===== src/rtl/cpu_sequencer.sv =====
`default_nettype none
// ============================================================================
// cpu_sequencer : 3-cycle IDLE/EXEC/WB instruction sequencer for a 74181-style
//                 ALU datapath; owns carry/zero flags and write-back control.
// Revision 1.0
// ============================================================================
module cpu_sequencer #(
  parameter  int DATA_WIDTH = 16,
  parameter  int NUM_REGS   = 8,
  localparam int ADDR_WIDTH = $clog2(NUM_REGS)
) (
  input  logic                  clk,
  input  logic                  reset_n,
  input  logic                  instr_valid,
  output logic                  instr_ready,
  input  logic [3:0]            instr_op,
  input  logic [ADDR_WIDTH-1:0] instr_rd,
  input  logic [ADDR_WIDTH-1:0] instr_rs1,
  input  logic [ADDR_WIDTH-1:0] instr_rs2,
  input  logic                  instr_imm_sel,
  input  logic [DATA_WIDTH-1:0] instr_imm,
  output logic                  reg_write_enable,
  output logic [ADDR_WIDTH-1:0] reg_write_addr,
  output logic [DATA_WIDTH-1:0] reg_write_data,
  output logic [ADDR_WIDTH-1:0] reg_read_addr1,
  output logic [ADDR_WIDTH-1:0] reg_read_addr2,
  output logic [3:0]            alu_comm,
  output logic                  alu_mode,
  output logic                  alu_cin,
  output logic                  b_source_sel,
  output logic [DATA_WIDTH-1:0] alu_b_imm,
  input  logic [DATA_WIDTH-1:0] alu_result,
  input  logic                  alu_cout,
  output logic                  done,
  output logic [DATA_WIDTH-1:0] result,
  output logic                  flag_c,
  output logic                  flag_z,
  output logic                  illegal
);

  localparam logic [3:0] OP_NOP = 4'd0;
  localparam logic [3:0] OP_ADD = 4'd1;
  localparam logic [3:0] OP_ADC = 4'd2;
  localparam logic [3:0] OP_SUB = 4'd3;
  localparam logic [3:0] OP_SBC = 4'd4;
  localparam logic [3:0] OP_AND = 4'd5;
  localparam logic [3:0] OP_OR  = 4'd6;
  localparam logic [3:0] OP_XOR = 4'd7;
  localparam logic [3:0] OP_NOT = 4'd8;
  localparam logic [3:0] OP_MOV = 4'd9;
  localparam logic [3:0] OP_DEC = 4'd10;
  localparam logic [3:0] OP_INC = 4'd11;
  localparam logic [3:0] OP_DBL = 4'd12;
  localparam logic [3:0] OP_CMP = 4'd13;
  localparam logic [3:0] OP_LDI = 4'd14;
  localparam logic [3:0] OP_ILL = 4'd15;

  typedef enum logic [1:0] {
    S_IDLE = 2'd0,
    S_EXEC = 2'd1,
    S_WB   = 2'd2
  } state_e;

  state_e                  state_q, state_d;
  logic [3:0]              op_q;
  logic [ADDR_WIDTH-1:0]   rd_q, rs1_q, rs2_q;
  logic                    imm_sel_q;
  logic [DATA_WIDTH-1:0]   imm_q;
  logic [3:0]              comm_q, comm_d;
  logic                    mode_q, mode_d;
  logic                    cin_q, cin_d;
  logic [DATA_WIDTH-1:0]   result_q;
  logic                    cand_q;
  logic                    flag_c_q, flag_z_q;
  logic                    accept;
  logic                    op_writes, op_arith, op_logic;

  assign accept = instr_valid && (state_q == S_IDLE);

  always_ff @(posedge clk or negedge reset_n) begin
    if (!reset_n) state_q <= S_IDLE;
    else          state_q <= state_d;
  end

  always_comb begin
    state_d = state_q;
    case (state_q)
      S_IDLE:  if (accept) state_d = S_EXEC;
      S_EXEC:  state_d = S_WB;
      S_WB:    state_d = S_IDLE;
      default: state_d = S_IDLE;
    endcase
  end

  // Cn is active-low on the ALU, so a set carry flag is presented as cin=0.
  always_comb begin
    comm_d = 4'b0000;
    mode_d = 1'b0;
    cin_d  = 1'b0;
    case (instr_op)
      OP_ADD:         begin comm_d = 4'b1001; mode_d = 1'b0; cin_d = 1'b1;      end
      OP_ADC:         begin comm_d = 4'b1001; mode_d = 1'b0; cin_d = ~flag_c_q; end
      OP_SUB, OP_CMP: begin comm_d = 4'b0110; mode_d = 1'b0; cin_d = 1'b0;      end
      OP_SBC:         begin comm_d = 4'b0110; mode_d = 1'b0; cin_d = ~flag_c_q; end
      OP_AND:         begin comm_d = 4'b1011; mode_d = 1'b1; cin_d = 1'b1;      end
      OP_OR:          begin comm_d = 4'b1110; mode_d = 1'b1; cin_d = 1'b1;      end
      OP_XOR:         begin comm_d = 4'b0110; mode_d = 1'b1; cin_d = 1'b1;      end
      OP_NOT:         begin comm_d = 4'b0000; mode_d = 1'b1; cin_d = 1'b1;      end
      OP_MOV:         begin comm_d = 4'b1010; mode_d = 1'b1; cin_d = 1'b1;      end
      OP_DEC:         begin comm_d = 4'b1111; mode_d = 1'b0; cin_d = 1'b1;      end
      OP_INC:         begin comm_d = 4'b0000; mode_d = 1'b0; cin_d = 1'b0;      end
      OP_DBL:         begin comm_d = 4'b1100; mode_d = 1'b0; cin_d = 1'b1;      end
      default:        begin comm_d = 4'b0000; mode_d = 1'b0; cin_d = 1'b0;      end
    endcase
  end

  always_comb begin
    op_writes = 1'b0;
    op_arith  = 1'b0;
    op_logic  = 1'b0;
    case (op_q)
      OP_ADD, OP_ADC, OP_SUB, OP_SBC, OP_DEC, OP_INC, OP_DBL: begin
        op_writes = 1'b1;
        op_arith  = 1'b1;
      end
      OP_CMP: op_arith = 1'b1;
      OP_AND, OP_OR, OP_XOR, OP_NOT, OP_MOV: begin
        op_writes = 1'b1;
        op_logic  = 1'b1;
      end
      OP_LDI:  op_writes = 1'b1;
      default: op_writes = 1'b0;
    endcase
  end

  always_ff @(posedge clk or negedge reset_n) begin
    if (!reset_n) begin
      op_q      <= OP_NOP;
      rd_q      <= '0;
      rs1_q     <= '0;
      rs2_q     <= '0;
      imm_sel_q <= 1'b0;
      imm_q     <= '0;
      comm_q    <= 4'b0000;
      mode_q    <= 1'b0;
      cin_q     <= 1'b0;
      result_q  <= '0;
      cand_q    <= 1'b0;
      flag_c_q  <= 1'b0;
      flag_z_q  <= 1'b0;
    end else begin
      if (accept) begin
        op_q      <= instr_op;
        rd_q      <= instr_rd;
        rs1_q     <= instr_rs1;
        rs2_q     <= instr_rs2;
        imm_sel_q <= instr_imm_sel;
        imm_q     <= instr_imm;
        comm_q    <= comm_d;
        mode_q    <= mode_d;
        cin_q     <= cin_d;
      end
      if (state_q == S_EXEC) begin
        result_q <= (op_q == OP_LDI) ? imm_q : alu_result;
        cand_q   <= ~alu_cout;
      end
      if (state_q == S_WB) begin
        if (op_arith)             flag_c_q <= cand_q;
        if (op_arith || op_logic) flag_z_q <= (result_q == '0);
      end
    end
  end

  logic active, in_wb;
  assign active = (state_q != S_IDLE);
  assign in_wb  = (state_q == S_WB);

  assign instr_ready      = (state_q == S_IDLE);
  assign reg_read_addr1   = active ? rs1_q : '0;
  assign reg_read_addr2   = active ? rs2_q : '0;
  assign alu_comm         = active ? comm_q : 4'b0000;
  assign alu_mode         = active & mode_q;
  assign alu_cin          = active & cin_q;
  assign b_source_sel     = active & imm_sel_q;
  assign alu_b_imm        = active ? imm_q : '0;
  assign reg_write_enable = in_wb & op_writes;
  assign reg_write_addr   = in_wb ? rd_q : '0;
  assign reg_write_data   = in_wb ? result_q : '0;
  assign done             = in_wb;
  assign illegal          = in_wb & (op_q == OP_ILL);
  assign result           = result_q;
  assign flag_c           = flag_c_q;
  assign flag_z           = flag_z_q;

endmodule
`default_nettype wire

===== config.mk =====
export PLATFORM = sky130hd
export DESIGN_NAME = cpu_sequencer
export DESIGN_NICKNAME = d
export VERILOG_FILES = /design/src/rtl/cpu_sequencer.sv
export SDC_FILE = /design/constraint.sdc
export NUM_CORES = 1
export LEC_CHECK = 0
export CELL_PAD_IN_SITES_DETAIL_PLACEMENT = 1
export CELL_PAD_IN_SITES_GLOBAL_PLACEMENT = 2
export CORE_ASPECT_RATIO = 1.4
export CORE_MARGIN = 8
export CORE_UTILIZATION = 28
export CTS_BUF_LIST = sky130_fd_sc_hd__clkbuf_8
export DETAILED_ROUTE_END_ITERATION = 16
export PLACE_DENSITY_LB_ADDON = 0.08
export SYNTH_ARGS = -nofsm -noshare
export SYNTH_HDL_FRONTEND = slang
export SYNTH_SLANG_ARGS = --single-unit

===== constraint.sdc =====
create_clock -name clk -period 2.33 [get_ports clk]
set_clock_uncertainty 0.15 [all_clocks]
set_input_delay 0.233 -clock clk [delete_from_list [all_inputs] [get_ports clk]]
set_output_delay 0.233 -clock clk [all_outputs]
set_load 0.03 [all_outputs]

### Yosys cells after proc, flatten, opt, wreduce, memory -nomap -nowiden

Cells that the tools add are included.

| word-level totals | value |
|---|---|
| logic and storage cells | 81 |
| register bits after elaboration | 57 |
| output and inout bits | 70 |

| operators by class | value |
|---|---|
| bitwise operators | 7 |
| reduce and logical (&&, ||, !) cells | 15 |
| eq/ne operators | 30 |
| multiplexer cells | 15 |

Operators by type and width:

| operator | count |
|---|---|
| equality test 4 bit (second input constant) | 13 |
| two-way mux 16 bit | 3 |
| equality test 4 x 3 -> 1 bit (second input constant) | 8 |
| case mux 4 bit (7 select lines) | 1 |
| equality test 4 x 2 -> 1 bit (second input constant) | 4 |
| zero test 16 bit | 1 |
| OR reduction 8 bit | 2 |
| OR reduction 13 bit | 1 |
| OR reduction 5 bit | 2 |
| two-way mux 3 bit | 3 |
| equality test 4 x 1 -> 1 bit (second input constant) | 2 |
| bitwise AND 1 bit | 5 |
| two-way mux 1 bit | 4 |
| two-way mux 4 bit | 1 |
| case mux 2 bit (2 select lines) | 1 |
| AND reduction 2 bit | 2 |
| OR reduction 2 bit | 2 |
| OR reduction 4 bit | 1 |
| equality test 2 x 1 -> 1 bit (second input constant) | 1 |
| equality test 2 bit (second input constant) | 1 |
| zero test 2 bit | 1 |
| two-way mux 2 bit | 1 |
| inequality test 2 x 1 -> 1 bit (second input constant) | 1 |
| inverter 1 bit | 2 |
| 4 further kinds | 4 |

### Depth between registers and ports, before layout

Gate-level depths: netlist of run 1.

| logic depth | value |
|---|---|
| depth in word-level cells | 5 |
| mapped depth | 6 |

### Worst setup path after synthesis of run 1

No wires, ideal clock.

| path | value |
|---|---|
| path kind | register to output |
| start point | register state_q[0] |
| end point | output illegal |
| arrival time | 1566 ps |
| path slack | 381 ps |
| cell stages (with the launch flop) | 5 |
| path buffers | 1 |
| required time | 1947 ps |
| cells stage by stage | dfrtp_1 > and2b_2 > clkbuf_1 > nand2_1 > nor2_1 |

| on the way | value |
|---|---|
| cells in the longest elaborated chain, start to end | 2 |

Ends and longest elaborated chain:

| item | line | source |
|---|---|---|
| start: declaration | 64 | `state_e state_q, state_d;` |
| start signal: assignment | 82 | `else state_q <= state_d;` |
| equality test 2 bit | 176 | `assign in_wb = (state_q == S_WB);` |
| net done | 34 | `output logic done,` |
| bitwise AND 1 bit | 190 | `assign illegal = in_wb & (op_q == OP_ILL);` |
| end: declaration | 38 | `output logic illegal` |

The timed path passes the listed nets, and every way through them passes these cells.

### Final worst setup path of run 1

| path | value |
|---|---|
| start point | register state_q[0] |
| end point | output alu_comm[1] |

| on the way | value |
|---|---|
| cells in the longest elaborated chain, start to end | 2 |

Ends and longest elaborated chain:

| item | line | source |
|---|---|---|
| nonzero test 2 bit | 175 | `assign active = (state_q != S_IDLE);` |
| two-way mux 4 bit | 181 | `assign alu_comm = active ? comm_q : 4'b0000;` |
| end: declaration | 27 | `output logic [3:0] alu_comm,` |

No other way between the ends.

==> results of run 1 <==
[routing by layer]
layer / wire [µm] / vias up / global-route usage
met1: 3810 / 1136 / 0.156
met2: 4160 / 83 / 0.219
met4: 127 / 0 / 0.0549
met5: 0 / - / 0
li1: - / 1147 / -
met3: 714 / 9 / 0.0556
[synthesized netlist by cell type, types with 2 or more instances]
| cell type | n | area, µm² |
|---|---|---|
| a21oi_1 | 3 | 15.0 |
| a31oi_1 | 3 | 18.8 |
| and2_1 | 19 | 119 |
| and3_1 | 2 | 12.5 |
| buf_2 | 7 | 35.0 |
| buf_6 | 3 | 33.8 |
| clkbuf_1 | 7 | 26.3 |
| dfrtp_1 | 57 | 1430 |
| inv_1 | 5 | 18.8 |
| mux2_2 | 28 | 315 |
| mux2i_1 | 16 | 160 |
| nand2_1 | 29 | 109 |
| nor2_1 | 4 | 15.0 |
| nor2b_1 | 31 | 194 |
| nor4_1 | 4 | 25.0 |
| o21ai_0 | 28 | 140 |
| o22ai_1 | 2 | 12.5 |
| o31ai_1 | 2 | 15.0 |
[power breakdown]
part / internal, mW / total, mW / switching [mW]
registers: 1.26 / 1.49 / 0.231
clock network: 0.430 / 0.814 / 0.384
logic: 0.756 / 1.67 / 0.915
[path summary, 6_finish.rpt]
path                                              from                    end  slack, ns  cells after the start
worst max-delay path            state_q[0]$_DFFE_PN0P_            alu_comm[1]       0.13                      4
worst min-delay path                           reset_n    op_q[3]$_DFFE_PN0P_       0.29                      3
worst max register to register  state_q[0]$_DFFE_PN0P_   imm_q[8]$_DFFE_PN0P_       0.43                      6
worst min register to register   comm_q[1]$_DFFE_PN0P_  comm_q[1]$_DFFE_PN0P_       0.32                      1
max in group asynchronous                      reset_n  result[4]$_DFFE_PN0N_       1.36                      3
min in group clk                 comm_q[1]$_DFFE_PN0P_  comm_q[1]$_DFFE_PN0P_       0.32                      1
[cell type report]
cell class | count | area (µm²) | area share
sequential | 57 | 1430 | 0.330
multi-input combinational | 185 | 1270 | 0.294
timing repair buffer | 128 | 1260 | 0.292
tap | 135 | 169 | 0.0391
clock buffer | 11 | 151 | 0.0350
clock inverter | 5 | 22.5 | 0.00521
inverter | 6 | 22.5 | 0.00521
[layout by cell type (no fill, tap or decap), drive strengths merged, types with 2 or more instances in the layout]
cell type / n
o31ai: 2
o21ai: 28
clkinv: 3
and2: 19
nor2: 5
nor4: 4
o22ai: 2
nand2: 29
mux2: 28
buf: 12
mux2i: 16
clkbuf: 11
nor2b: 31
dfrtp: 57
a21oi: 3
clkdlybuf4s50: 90
and3: 2
dlymetal6s2s: 5
dlygate4sd2: 20
inv: 8
a31oi: 3
o41ai: 2
[registers in the layout (all words and copies together) (netlist names)]
signal     count
imm_sel_q      1
rd_q           3
rs1_q          3
result        16
flag_z         1
cand_q         1
flag_c         1
cin_q          1
comm_q         4
op_q           4
mode_q         1
state_q        2
imm_q         16
rs2_q          3
[metrics by stage]
stage	total power [mW]	utilization	hold WS, ns
floorplan	2.46	-	-0.213
global placement	3.22	0.419	0.108
detailed placement	3.24	0.419	0.107
CTS	4.07	0.435	0.293
global route	4.24	0.437	0.325
finish	3.98	0.437	0.291
[logic make-up (layout without fill, tap and decap cells)]
kind of cell,after synthesis,count (layout),synth area share
mux,44,44,0.168
buf+inv,25,150,0.0482
xor+xnor,1,1,0.00310
compound gates,43,43,0.0884
simple gates,97,97,0.188
flops,57,57,0.504
[critical path, delay by kind of cell (launching register included)]
family / cells / cell delay, ns
buffers and inverters: 2 / 0.86
AND/OR/NAND/NOR: 2 / 0.21
flip-flops: 1 / 0.40
[what timing repair did]
item                                    4_1_cts  5_1_grt
resized for setup                            21        5
hold endpoints to repair                     57        0
pin swaps                                     0        0
hold buffers                                  1        0
endpoints found under the setup margin       21        5
==> summary.md, run 1 <==
| Metric | Value |
|---|---|
| Run status | finished clean |
| Core Area | between 9000 and 10,000 µm² |
| Pre-Repair DR Iteration Count | 4 |
| Top FF cell, synth | dfrtp_1 |
| EDFF count, synth | 0 |
| Clk sinks | between 50 and 60 |
| Crit. End Element | primary output |
| Power per cell area | ~920 nW/µm² |
| Clk root buf | clkbuf_8 |
| Post-route cell area | roughly 4300 µm² |
| Synth Warn # | 0 |
| Number of global-route vias before repair | ~2,600 |
| Unique masters post-synth | 35 |
| Placed cell areas | approximately 4100 µm² |
| Antenna Cells | 0 |
| Gpl congestion | roughly 0.74 |
| Fill cells | 1,157 |
| WS Path Type | flip-flop to primary output |
| LEAKAGE | between 2 and 2.5 nW |
| Max stage delay cell, worst path | clkdlybuf4s50_1 |
| Post-route ant nets | 0 |
| Synthesized instance count | 267 |
| GRT Total Usage | 0.136 |
| CTS Buffer Depth | 2 |
| Mapped cell area | approximately 2800 µm² |
| Port bufs | ~120 |
| Hold Vio Cnt, Final | 0 |
| CTS Buf Count | 9 |
| #FFs+latches synth | between 50 and 60 |
| Row cnt | between 40 and 50 |
| Global-route wire length before repair | between 10,000 and 15,000 µm |
| Synth async-reset ratio | 1.00 |
| Critical-path cell list | nor2_2 -> buf_4 -> nor2b_1 -> clkdlybuf4s50_1 |
| Layout cells sized above 1 | 0.151 |
| Clk Latency, worst-skew pair | 0.34 ns |
| Worst EP arrival | about 1.8 ns |
| Max Cap Viol | 0 |
| Starting Density | 0.286 |
| Hold WC Path Type | input pin to asynchronous set/reset pin |
| Nets | approximately 440 |
| TNS Setup | 0 ns |
| Startpoint types | flip-flop |
| Dpl cells | 510 |
| CTS H-tree depth | 3 |
| Final Cycle Share | 0.946 |
| Actual slew at the worst max-slew pin | 0.666 ns |
| PnR worst setup slack | 0.126 ns |
| DRC viols | 0 |
| Detailed-placement wirelength estimate | roughly 6700 µm |
| Vias per std cell | approximately 4.5 |
| Detailed Route Iter0 Violations | 47 |
| Final setup violation count | 0 |
| CP max FO | 18 |
| GRT overflow | 0 |
| Post-Synthesis Net Count | approximately 320 |
| CTS tree | built |
| Die W | 101 µm |
| Synthesized area per cell | between 10 and 15 µm² |
| IO Count | 120 |
| Post-synthesis sequential area ratio | 0.504 |
| RSZ-0062 raised after global routing | false |
| Wire length per cell | ~17 µm |
| CP Data Required Time | approximately 2.0 ns |
| Die Y-Extent | 135 µm |
| Synth-to-Final Area Change | 52.7% |
| Die area | between 10,000 and 15,000 µm² |
| Final Slew Violations | 0 |
| DRT Wirelength | ~8800 µm |
| Slew HR | 0.556 |
| Max VDD drop | about 310 µV |
| CP peak stage delay | roughly 0.6 ns |
| Finished Layout Cells | ~530 |
| Post-CTS Repair Setup Buffers | 0 |
| Clock slew at reported path FFs | roughly 0.060 ns |
| Max Freq | 0.454 GHz |
| Pre-CTS setup slack | 0.134 ns |
| Vias | approximately 2,400 |
| Initial antenna violation count | 0 |
| Largest net degree at the start of global routing | 34 |
| Final Critical Period | around 2.2 ns |
Power figures use the tool's default switching activity.
==> run 2: changes to the inputs <==
CAP_MARGIN = 20   (was not set)
==> results of run 2 <==
Same layout as run 1: the final DEF is identical, and so are final timing and power.
==> run 3: changes to the inputs <==
CELL_PAD_IN_SITES_GLOBAL_PLACEMENT = 1   (was 2)
CORE_UTILIZATION = 35   (was 28)
==> run 3 against run 2 <==
Global-route usage is 1.4 points higher. Combinational power is essentially flat. Critical path depth is the same. Sequential share of layout area is 0.086 points higher. Clock-buffer cell count increased by 2. Largest cell class unchanged.
==> summary.md, run 3 (synthesis gave the netlist of run 1 again) <==
| Metric | Value |
|---|---|
| Power per cell area | about 940 nW/µm² |
| Die area | ~11,000 µm² |
| Number of global-route vias before repair | 2,499 |
| Vias | 2,348 |
| R2r setup slk | 0.42 ns |
| CP peak stage delay | between 0.7 and 0.8 ns |
| CTS Buffer Depth | 2 |
| Post-route ant nets | 0 |
| Final Critical Period | about 2.2 ns |
| Row cnt | 39 |
| TNS Setup | 0 ns |
| Crit path depth | 4 |
| Max stage delay cell, worst path | clkdlybuf4s50_1 |
| Final Cycle Share | 0.942 |
| Die Y-Extent | between 100 and 150 µm |
| WS Path Type | flip-flop to primary output |
| Initial antenna violation count | 0 |
| Finished Layout Cells | 494 |
| Buffers & Inverters on Critical Path | 2 |
| RSZ-0062 raised after global routing | false |
| Max Cap Viol | 0 |
| Port bufs | 119 |
| Detailed Route Iter0 Violations | 33 |
| Largest net degree at the start of global routing | 33 |
| Slew HR | 0.571 |
| Clk sinks | 57 |
| IO Count | between 100 and 150 |
| Clock slew at reported path FFs | 0.06 ns |
| CTS H-tree depth | 3 |
| CTS tree | built |
| Clk root buf | clkbuf_8 |
| DRT Wirelength | 8340 µm |
| LEAKAGE | around 2.0 nW |
| FF-to-FF Start | state_q[0]$_DFFE_PN0P_ |
| Pre-CTS setup slack | 0.284 ns |
| Worst r2r dst | imm_q[9]$_DFFE_PN0P_ |
| Startpoint types | flip-flop |
| Final Slew Violations | 0 |
| Die W | 92 µm |
| Vias per std cell | 4.75 |
| Crit path launch | state_q[0]$_DFFE_PN0P_ |
| Crit. End Element | primary output |
| GRT Total Usage | 0.151 |
| Hold WC Path Type | input pin to asynchronous set/reset pin |
| CP Data Required Time | about 2.0 ns |
| Detailed-placement wirelength estimate | between 6000 and 7000 µm |
| Max Freq | 0.456 GHz |
| Critical Path End | reg_read_addr2[0] |
| Utilization after layout | 0.539 |
| Worst EP arrival | approximately 1.8 ns |
| Max VDD drop | between 300 and 400 µV |
| Wire length per cell | between 15 and 20 µm |
| Final setup violation count | 0 |
| Run status | finished clean |
| Nets | 437 |
| GRT overflow | 0 |
| Gpl congestion | approximately 0.71 |
| Smallest hold slack | between 0.3 and 0.4 ns |
| Clk Latency, worst-skew pair | roughly 0.33 ns |
| Most frequent cells in the layout | 90 x clkdlybuf4s50_1, 57 x dfrtp_1, 31 x nor2b_1, 29 x nand2_1 |
| Actual slew at the worst max-slew pin | 0.644 ns |
| Power, Total | between 4 and 5 mW |
| Global-route wire length before repair | between 10,000 and 15,000 µm |
| Cell count of the worst reg-to-reg path | 6 |
| Delay-heaviest family, CP | buffers and inverters |
| Placed cell areas | around 4000 µm² |
| PnR worst setup slack | ~0.14 ns |
| Antenna Cells | 0 |
| Pre-Repair DR Iteration Count | 4 |
| DRC viols | 0 |
| Post-route cell area | between 4000 and 5000 µm² |
| Layout cells sized above 1 | 0.163 |
| CTS Buf Count | 9 |
| Hold Vio Cnt, Final | 0 |
| Core Area | ~8000 µm² |
| CP max FO | 18 |
| Critical-path cell list | nor2_2 -> buf_4 -> nor2b_1 -> clkdlybuf4s50_1 |
| Dpl cells | about 480 |
| Synth-to-Final Area Change | 52.3% |
| Starting Density | 0.354 |
| Commonest non-fill, non-tap cell in the layout | clkdlybuf4s50_1 |
## run 3: changes by cell type in the layout (fill, tap and decap cells not counted)
| cell | delta |
|---|---|
| and2b_2 | +1 |
| buf_4 | +2 |
| and2b_4 | -1 |
| dlymetal6s2s_1 | -2 |
| clkinv_2 | -1 |
| dlygate4sd2_1 | -2 |
| clkbuf_8 | +2 |
| buf_12 | +2 |
| inv_1 | -1 |
## run 3: what timing repair did
| action | in CTS | in global routing |
|---|---|---|
| hold buffers | 1 | 0 |
| gates resized for setup | 18 | 3 |
| endpoints found under the hold margin | 26 | 0 |
| setup buffers | 0 | 0 |
| endpoints found under the setup margin | 18 | 3 |
## run 3: worst min-delay path by stage
stage / from / slack (ns) / to / cells after the start
6_report: reset_n / 0.33 / rs2_q[1]$_DFFE_PN0P_ / 2
5_1_grt: instr_rs1[0] / 0.34 / rs1_q[0]$_DFFE_PN0P_ / 2
4_1_cts: reset_n / 0.31 / imm_q[2]$_DFFE_PN0P_ / 2
3_5_place_dp: reset_n / 0.15 / imm_q[2]$_DFFE_PN0P_ / 1
3_3_place_gp: reset_n / 0.15 / rs2_q[1]$_DFFE_PN0P_ / 1
2_1_floorplan: reset_n / -0.21 / cand_q$_DFFE_PN0N_ / 0
## run 3: layout make-up
type / instances / area, µm²
fill: 916 / 3690
sequential: 57 / 1430
timing repair buffer: 128 / 1270
multi-input combinational: 185 / 1270
clock buffer: 13 / 179
tap: 102 / 128
inverter: 6 / 22.5
clock inverter: 3 / 13.8
## run 3: layer usage
metal | track usage | part of all wire | wire length, µm
met5 | 0 | 0 | 0
met4 | 0.0728 | 0.018 | 151
met2 | 0.272 | 0.54 | 4550
met3 | 0.0428 | 0.051 | 424
met1 | 0.157 | 0.39 | 3220
## run 3: power by group
| part | total (mW) | internal (mW) | leakage (nW) | switching [mW] |
|---|---|---|---|---|
| registers | 1.48 | 1.26 | 0.689 | 0.221 |
| clock network | 0.871 | 0.495 | 0.107 | 0.376 |
| logic | 1.68 | 0.766 | 1.23 | 0.913 |
| total | 4.03 | 2.52 | 2.03 | 1.51 |
